## src/rtl/eth_tx_frame_arb.sv

```systemverilog
// Transmit frame arbiter: merges NUM_CH whole-frame sources onto one tx data/length FIFO pair.
// Runt frames are zero-padded to MIN_LEN; empty or oversize frames are drained and dropped.
module eth_tx_frame_arb #(
    parameter int NUM_CH  = 4,
    parameter int DW      = 8,
    parameter int LW      = 16,
    parameter int RR_MODE = 1,
    parameter int MIN_LEN = 60,
    parameter int MAX_LEN = 1518
) (
    input  logic                 clk_i,
    input  logic                 reset_n,
    input  logic [NUM_CH-1:0]    ch_req,
    input  logic [NUM_CH*LW-1:0] ch_len,
    input  logic [NUM_CH*DW-1:0] ch_data,
    output logic [NUM_CH-1:0]    ch_rd,
    output logic [NUM_CH-1:0]    ch_done,
    output logic [DW-1:0]        tx_data_fifo_data,
    output logic                 tx_data_fifo_write,
    output logic [LW-1:0]        tx_len_fifo_data,
    output logic                 tx_len_fifo_write,
    input  logic                 tx_data_fifo_afull,
    input  logic                 tx_len_fifo_full,
    output logic                 busy,
    output logic [15:0]          drop_cnt
);

    localparam int CW = (NUM_CH > 1) ? $clog2(NUM_CH) : 1;
    localparam logic [LW-1:0] MIN_L   = LW'(MIN_LEN);
    localparam logic [LW-1:0] MAX_L   = LW'(MAX_LEN);
    localparam logic [LW-1:0] ONE_L   = LW'(1);
    localparam logic [CW-1:0] LAST_CH = CW'(NUM_CH - 1);

    typedef enum logic [2:0] {
        S_IDLE,
        S_DATA,
        S_PAD,
        S_DROP,
        S_COMMIT
    } state_t;

    state_t        state_q, state_d;
    logic [CW-1:0] grant_q, grant_d;
    logic [CW-1:0] ptr_q;
    logic [CW-1:0] arb_idx;
    logic          arb_found;
    logic [LW-1:0] len_q, len_d;
    logic [LW-1:0] cnt_q, cnt_d;
    logic [LW-1:0] arb_len;
    logic [DW-1:0] grant_data;
    logic          issue_data;
    logic          issue_pad;
    logic          commit;
    logic          drop_done;

    // Round-robin searches upward from ptr with wrap; fixed priority searches from index 0.
    always_comb begin
        int cand;
        arb_found = 1'b0;
        arb_idx   = '0;
        cand      = 0;
        for (int i = 0; i < NUM_CH; i++) begin
            cand = (RR_MODE != 0) ? int'(ptr_q) + i : i;
            if (cand >= NUM_CH) cand = cand - NUM_CH;
            if (!arb_found && ch_req[CW'(cand)]) begin
                arb_found = 1'b1;
                arb_idx   = CW'(cand);
            end
        end
    end

    assign arb_len    = ch_len[arb_idx*LW +: LW];
    assign grant_data = ch_data[grant_q*DW +: DW];
    assign busy       = (state_q != S_IDLE);

    // NOTE: every signal driven here gets a default first, so no path can infer a latch.
    always_comb begin
        state_d    = state_q;
        grant_d    = grant_q;
        len_d      = len_q;
        cnt_d      = cnt_q;
        ch_rd      = '0;
        ch_done    = '0;
        issue_data = 1'b0;
        issue_pad  = 1'b0;
        commit     = 1'b0;
        drop_done  = 1'b0;

        case (state_q)
            S_IDLE: begin
                if (arb_found && !tx_len_fifo_full) begin
                    grant_d = arb_idx;
                    len_d   = arb_len;
                    cnt_d   = '0;
                    if (arb_len == '0 || arb_len > MAX_L) state_d = S_DROP;
                    else                                  state_d = S_DATA;
                end
            end

            S_DATA: begin
                if (!tx_data_fifo_afull) begin
                    ch_rd[grant_q] = 1'b1;
                    issue_data     = 1'b1;
                    cnt_d          = cnt_q + ONE_L;
                    if (cnt_q == len_q - ONE_L)
                        state_d = (len_q < MIN_L) ? S_PAD : S_COMMIT;
                end
            end

            S_PAD: begin
                if (!tx_data_fifo_afull) begin
                    issue_pad = 1'b1;
                    cnt_d     = cnt_q + ONE_L;
                    if (cnt_q == MIN_L - ONE_L) state_d = S_COMMIT;
                end
            end

            // Drain the rejected frame from the source regardless of downstream backpressure.
            S_DROP: begin
                if (len_q != '0) begin
                    ch_rd[grant_q] = 1'b1;
                    cnt_d          = cnt_q + ONE_L;
                end
                if (len_q == '0 || cnt_q == len_q - ONE_L) begin
                    drop_done        = 1'b1;
                    ch_done[grant_q] = 1'b1;
                    state_d          = S_IDLE;
                end
            end

            S_COMMIT: begin
                if (!tx_len_fifo_full) begin
                    commit           = 1'b1;
                    ch_done[grant_q] = 1'b1;
                    state_d          = S_IDLE;
                end
            end

            default: state_d = S_IDLE;
        endcase
    end

    // NOTE: sequential state uses non-blocking assignments so every register samples pre-edge values.
    always_ff @(posedge clk_i or negedge reset_n) begin
        if (!reset_n) begin
            state_q <= S_IDLE;
            grant_q <= '0;
            len_q   <= '0;
            cnt_q   <= '0;
        end else begin
            state_q <= state_d;
            grant_q <= grant_d;
            len_q   <= len_d;
            cnt_q   <= cnt_d;
        end
    end

    always_ff @(posedge clk_i or negedge reset_n) begin
        if (!reset_n) begin
            ptr_q              <= '0;
            drop_cnt           <= '0;
            tx_data_fifo_data  <= '0;
            tx_data_fifo_write <= 1'b0;
            tx_len_fifo_data   <= '0;
            tx_len_fifo_write  <= 1'b0;
        end else begin
            tx_data_fifo_write <= issue_data | issue_pad;
            if (issue_data)     tx_data_fifo_data <= grant_data;
            else if (issue_pad) tx_data_fifo_data <= '0;

            tx_len_fifo_write <= commit;
            if (commit) tx_len_fifo_data <= (len_q < MIN_L) ? MIN_L : len_q;

            if (drop_done && drop_cnt != 16'hFFFF) drop_cnt <= drop_cnt + 16'd1;

            if (commit || drop_done)
                ptr_q <= (grant_q == LAST_CH) ? '0 : grant_q + CW'(1);
        end
    end

endmodule

```

## config.mk

```make
export PLATFORM = sky130hd
export DESIGN_NAME = eth_tx_frame_arb
export DESIGN_NICKNAME = d
export VERILOG_FILES = /design/src/rtl/eth_tx_frame_arb.sv
export SDC_FILE = /design/constraint.sdc
export NUM_CORES = 1
export LEC_CHECK = 0
export CORE_UTILIZATION = 44
export CTS_CLUSTER_DIAMETER = 100
export DETAILED_ROUTE_END_ITERATION = 8
export HOLD_SLACK_MARGIN = 0.1
export PLACE_DENSITY = 0.76
export RECOVER_POWER = 50
export SLEW_MARGIN = 40
export SYNTH_ARGS = -nofsm -noshare
export SYNTH_HDL_FRONTEND = slang
export SYNTH_SLANG_ARGS = --single-unit
```

## constraint.sdc

```tcl
create_clock -name clk_i -period 4.75 [get_ports clk_i]
set_clock_uncertainty 0.2 [all_clocks]
set_input_delay 0.7125 -clock clk_i [delete_from_list [all_inputs] [get_ports clk_i]]
set_output_delay 0.7125 -clock clk_i [all_outputs]
set_load 0.02 [all_outputs]
```

After elaboration in Yosys (flattened, before gate mapping). Index checks and enable logic that the tools add are counted.

Bits in registers: 81. Input bits: 104. Output and inout port bits: 51. Word-level logic and storage cells: 134.

Add/subtract/negate cells: 11. Magnitude comparators: 12. Equality and inequality tests: 17. Shift-type cells: 2. Mux-type cells: 57. Bitwise gates (word level): 1. Reduce and logical (&&, ||, !) cells: 24.

Operator list (number): 16-bit two-way mux (4); 64-bit by 7-bit variable part select with 16-bit output (1); 16-bit case mux with 3 select lines (1); 16-bit by 1-bit adder with 16-bit output (second input constant) (2); 16-bit logical NOT (2); 32-bit by 6-bit variable part select with 8-bit output (1); 3-bit two-way mux (8); 1-bit two-way mux (20); 2-bit two-way mux (10); 2-bit != test (second input constant) (9); 16-bit equality test (1); 16-bit by 6-bit equality test with 1-bit output (second input constant) (1); 16-bit by 11-bit greater-than comparator with 1-bit output (second input constant) (1); 16-bit by 6-bit < comparator with 1-bit output (second input constant) (1); 2-bit by 4-bit < comparator with 1-bit output (second input constant) (4); 4-bit two-way mux (4); 8-bit two-way mux (2); 16-bit != test (second input constant) (1); 4-bit case mux with 2 select lines (2); 16-bit nonzero test (1); 16-bit by 1-bit subtractor with 16-bit output (second input constant) (1); 3-bit case mux with 5 select lines (1); 3-bit greater-or-equal comparator (second input constant) (3); 1-bit binary-select mux with 2-bit select (4); other kinds (23) (39).

Longest topological paths before layout.
Depth in word-level cells: 21. Mapped depth: 12. Mapped depth without buffers: 10.

Worst setup path before layout. Ideal clock, no wire load.

Path kind: register to output. Start: register len_q[0]. End: output ch_done[0]. Data arrival time: 2911 ps. Data required time: 3838 ps. Setup slack: 926 ps. Cell stages (with the launch flop): 12. Buffers on the path: 1. Path through: dfrtp_1 clkbuf_1 inv_1 ha_1 or4b_4 nor4_4 nand4_1 a2111oi_2 o2111ai_2 a21oi_1 nor2_1 nor2b_1.

Longest elaborated chain between the ends: 5. Elaborated cells between the ends (all ways): 6. Those cells by class: add/sub: 1; eq/ne: 1; mux: 2; reduce/logical: 2.

Ends and longest elaborated chain: start: declaration (line 47) `logic [LW-1:0] len_q, len_d;`; start signal: assignment (line 153) `len_q <= len_d;`; 16-bit by 1-bit subtractor with 16-bit output (line 124) `if (len_q == '0 || cnt_q == len_q - ONE_L) begin`; 16-bit equality test (line 124); 1-bit logical OR * (line 124); 4-bit two-way mux * (line 124); 4-bit case mux with 2 select lines * (line 89) `case (state_q)`; end: declaration (line 17) `output logic [NUM_CH-1:0] ch_done,`.

Mark *: on every way between the ends. The rest lies on a longest branch, timed or not.

Worst setup path in the final report.
Start: register len_q[0]. End: output ch_done[3].

The elaborated chain is that of the path after synthesis.

==> qor.csv <==
stage,metric,value,unit
outcome,status,"complete, but fails checks",
outcome,failing checks,"capacitance limit, slew limit",
routing,residual DRC count,0,
global_route,met2 usage,36.2,%
finish,"most common cell after layout, fill and taps aside",clkdlybuf4s50_1,
clock_tree,root buffer cell,clkbuf_16,
synth,Syn Nets,640,
global_route,Global Route met3 Usage,3.41,%
critical_path,largest fanout on the critical path,8,
finish,Antenna Cells,0,
global_route,antenna violations before repair,0,
floorplanning,core area,11400,sq um
synth,cell area after synthesis,5160,sq um
synth,register area share after synthesis,39.3,%
routing,vias post-DR,4569,
timing,fmax,228,MHz
global_route,Most Crowded Layer GR,met2,
floorplanning,boundary pin count,155,
timing,RSZ-0062 raised after global routing,no,
critical_path,critical path class,reg2out,
synth,async set-or-reset flop fraction in the synthesized netlist,100,%
finish,post-route insts no fill,818,
clock_tree,clk slew on worst S/H paths,0.07,ns
placement,count of input and output buffers,154,
global_route,total gr overflow,0,
critical_path,Critical Path AT,3.47,ns
routing,Routed WL,13500,um
routing,drt via density,5.59,
power_and_ir_drop,Tot Pwr,3.69,mW
synth,Mapped Cells,528,
placement,GPL Wtd Cong,0.875,
worst_hold_path,worst min path class,reg2reg,
floorplanning,Die H,110,um
critical_path,startpoint types,flop,
global_route,largest net degree at the start of global routing,82,
clock_tree,total clock sinks,81,
routing,First-pass DRT Iterations,5,
placement,placed cells,801,
finish,final net count,782,
clock_tree,htree depth,3,
run,max cap viols,1,
clock_tree,CTS tree,built,
synth,yosys warns,0,
finish,area grow syn2layout,37.4,%
timing,"Hold Vio Cnt, Final",0,
finish,share of layout cells above drive strength 1,11.4,%
critical_path,CP required,3.84,ns
finish,final instance area,7090,sq um
power_and_ir_drop,leak pwr,3.08,nW
synth,"EDFF count, synth",0,
placement,HPWL Detailed,10200,um
timing,part of the cycle the worst path needs,92.2,%
synth,Synth cell types,62,
finish,fin util,62.1,%
routing,drt wl/cell,16.5,um
floorplanning,Site Rows,39,
routing,Routed Antenna Nets,0,
global_route,first-pass GRT wire length,21200,um
floorplanning,initial core utilization,45.2,%
critical_path,Crit. End Element,output port,
timing,fin crit period,4.38,ns
timing,worst slew pin tran,1.97,ns
timing,Max Slew Vio Count,82,
floorplanning,Die X,110,um
power_and_ir_drop,Max rail drop VDD,0.352,mV
synth,Synth Area per Inst,9.78,sq um
clock_tree,Num CTS Buffers,9,
timing,final setup vio count,0,
global_route,number of global-route vias before repair,4369,
global_route,Total GRT Usage,22.6,%
finish,"commonest cells after routing, fill and taps aside","clkdlybuf4s50_1, dfrtp_1, nand2_1, mux2i_1, nor2_1",
synth,ys flop type,dfrtp_1,
clock_tree,CTS max path bufs,2,
routing,Iter 0 DRT Violations,254,
floorplanning,die area,12200,sq um
timing,Max transition margin,-31.6,%
synth,Yosys reg bits,81,
timing,setup TNS,0,ns
clock_tree,worst skew pair latency,0.34,ns
placement,dpl cell area,6800,sq um
power_and_ir_drop,Power per Cell Area,520,nW/um^2
global_route,met1 Track Usage GR,31.4,%
## cells by family after synthesis
| logic type | count (synthesis) | synth area share (%) |
|---|---|---|
| buffers and inverters | 47 | 4.19 |
| XOR/XNOR | 47 | 7.97 |
| flip-flops | 81 | 39.3 |
| AND/OR/NAND/NOR | 197 | 19.9 |
| multiplexers | 70 | 16.2 |
| adder cells (fa/ha/maj) | 8 | 1.94 |
| AO/OA/AOI/OAI | 78 | 10.6 |
## Yosys cell counts (9+ instances only)
master    instances  area share [%]
nand4_1          16             1.9
mux2i_1          35             6.8
clkbuf_1         23             1.7
or3_1            10             1.2
nor3_1            9            0.87
mux2_2           27             5.9
xnor2_1          24             4.1
nand3_1          21             2.0
and3_1           11             1.3
nor4_1            9             1.1
nand2_1          60             4.4
xor2_1           23             3.9
a21oi_1          12             1.2
dfrtp_1          81              39
inv_1            16             1.2
nor2_1           31             2.3
o21ai_0          24             2.3
## layer usage
metal  wire, um  up-vias  share of wire [%]
li1           -     2192                  -
met1       6120     2186                 45
met2       6340      175                 47
met3        814       16                6.0
met4        186        0                1.4
met5          0        -                  0
## repair_timing
action | CTS | global route
hold buffers | 0 | 0
gates cloned | 0 | 0
endpoints found under the setup margin | 4 | 4
pin swaps | 1 | 0
setup buffers | 1 | 0
endpoints found under the hold margin | 0 | 0
gates resized for setup | 0 | 4
## final timing paths
check	from	to	slack, ns	depth (start not counted)
worst max-delay path	len_q[0]$_DFFE_PN0P_	ch_done[3]	0.37	11
worst min register to register	drop_cnt[5]$_DFFE_PN0P_	drop_cnt[5]$_DFFE_PN0P_	0.30	1
worst min-delay path	drop_cnt[5]$_DFFE_PN0P_	drop_cnt[5]$_DFFE_PN0P_	0.30	1
max in group asynchronous	reset_n	state_q[2]$_DFFE_PN0P_	2.45	1
min in group asynchronous	reset_n	tx_len_fifo_data[14]$_DFFE_PN0P_	0.72	1
worst max register to register	len_q[0]$_DFFE_PN0P_	drop_cnt[1]$_DFFE_PN0P_	0.90	10
## flip-flops by register name, indices dropped and copies added (netlist names)
signal and cells:
tx_data_fifo_data 8, len_q 16, tx_len_fifo_write 1, tx_data_fifo_write 1
grant_q 2, drop_cnt 16, tx_len_fifo_data 16, cnt_q 16
state_q 3, ptr_q 2
## worst max-delay path: stages, from the launching register on
cell	delay, ns
dfrtp_1	0.47
inv_1	0.12
ha_1	0.25
or4b_4	0.53
nor4_4	0.16
nand4_1	0.14
a2111oi_2	0.45
o2111ai_2	0.22
a21oi_1	0.25
nor2_1	0.15
nor2b_1	0.15
dlymetal6s2s_1	0.23
## layout make-up
class / instances / area, sq um
clock buffer: 10 / 239
clock inverter: 6 / 50.0
fill: 1001 / 4320
inverter: 16 / 60.1
multi-input combinational: 400 / 2940
sequential: 81 / 2030
tap: 143 / 179
timing repair buffer: 162 / 1600
## power by group
| group | total [mW] | internal, mW | switching (mW) |
|---|---|---|---|
| registers | 1.25 | 0.904 | 0.346 |
| clock network | 0.671 | 0.376 | 0.296 |
| logic | 1.77 | 0.868 | 0.902 |
| total | 3.69 | 2.15 | 1.54 |
## through the flow
stage,worst slack [ns],hold WS (ns)
2_1_floorplan,0.926,0.217
3_3_place_gp,0.459,0.274
3_5_place_dp,0.279,0.287
4_1_cts,0.00184,0.240
5_1_grt,0.130,0.320
6_report,0.371,0.302
No activity file was read; power rests on OpenSTA's default activity.
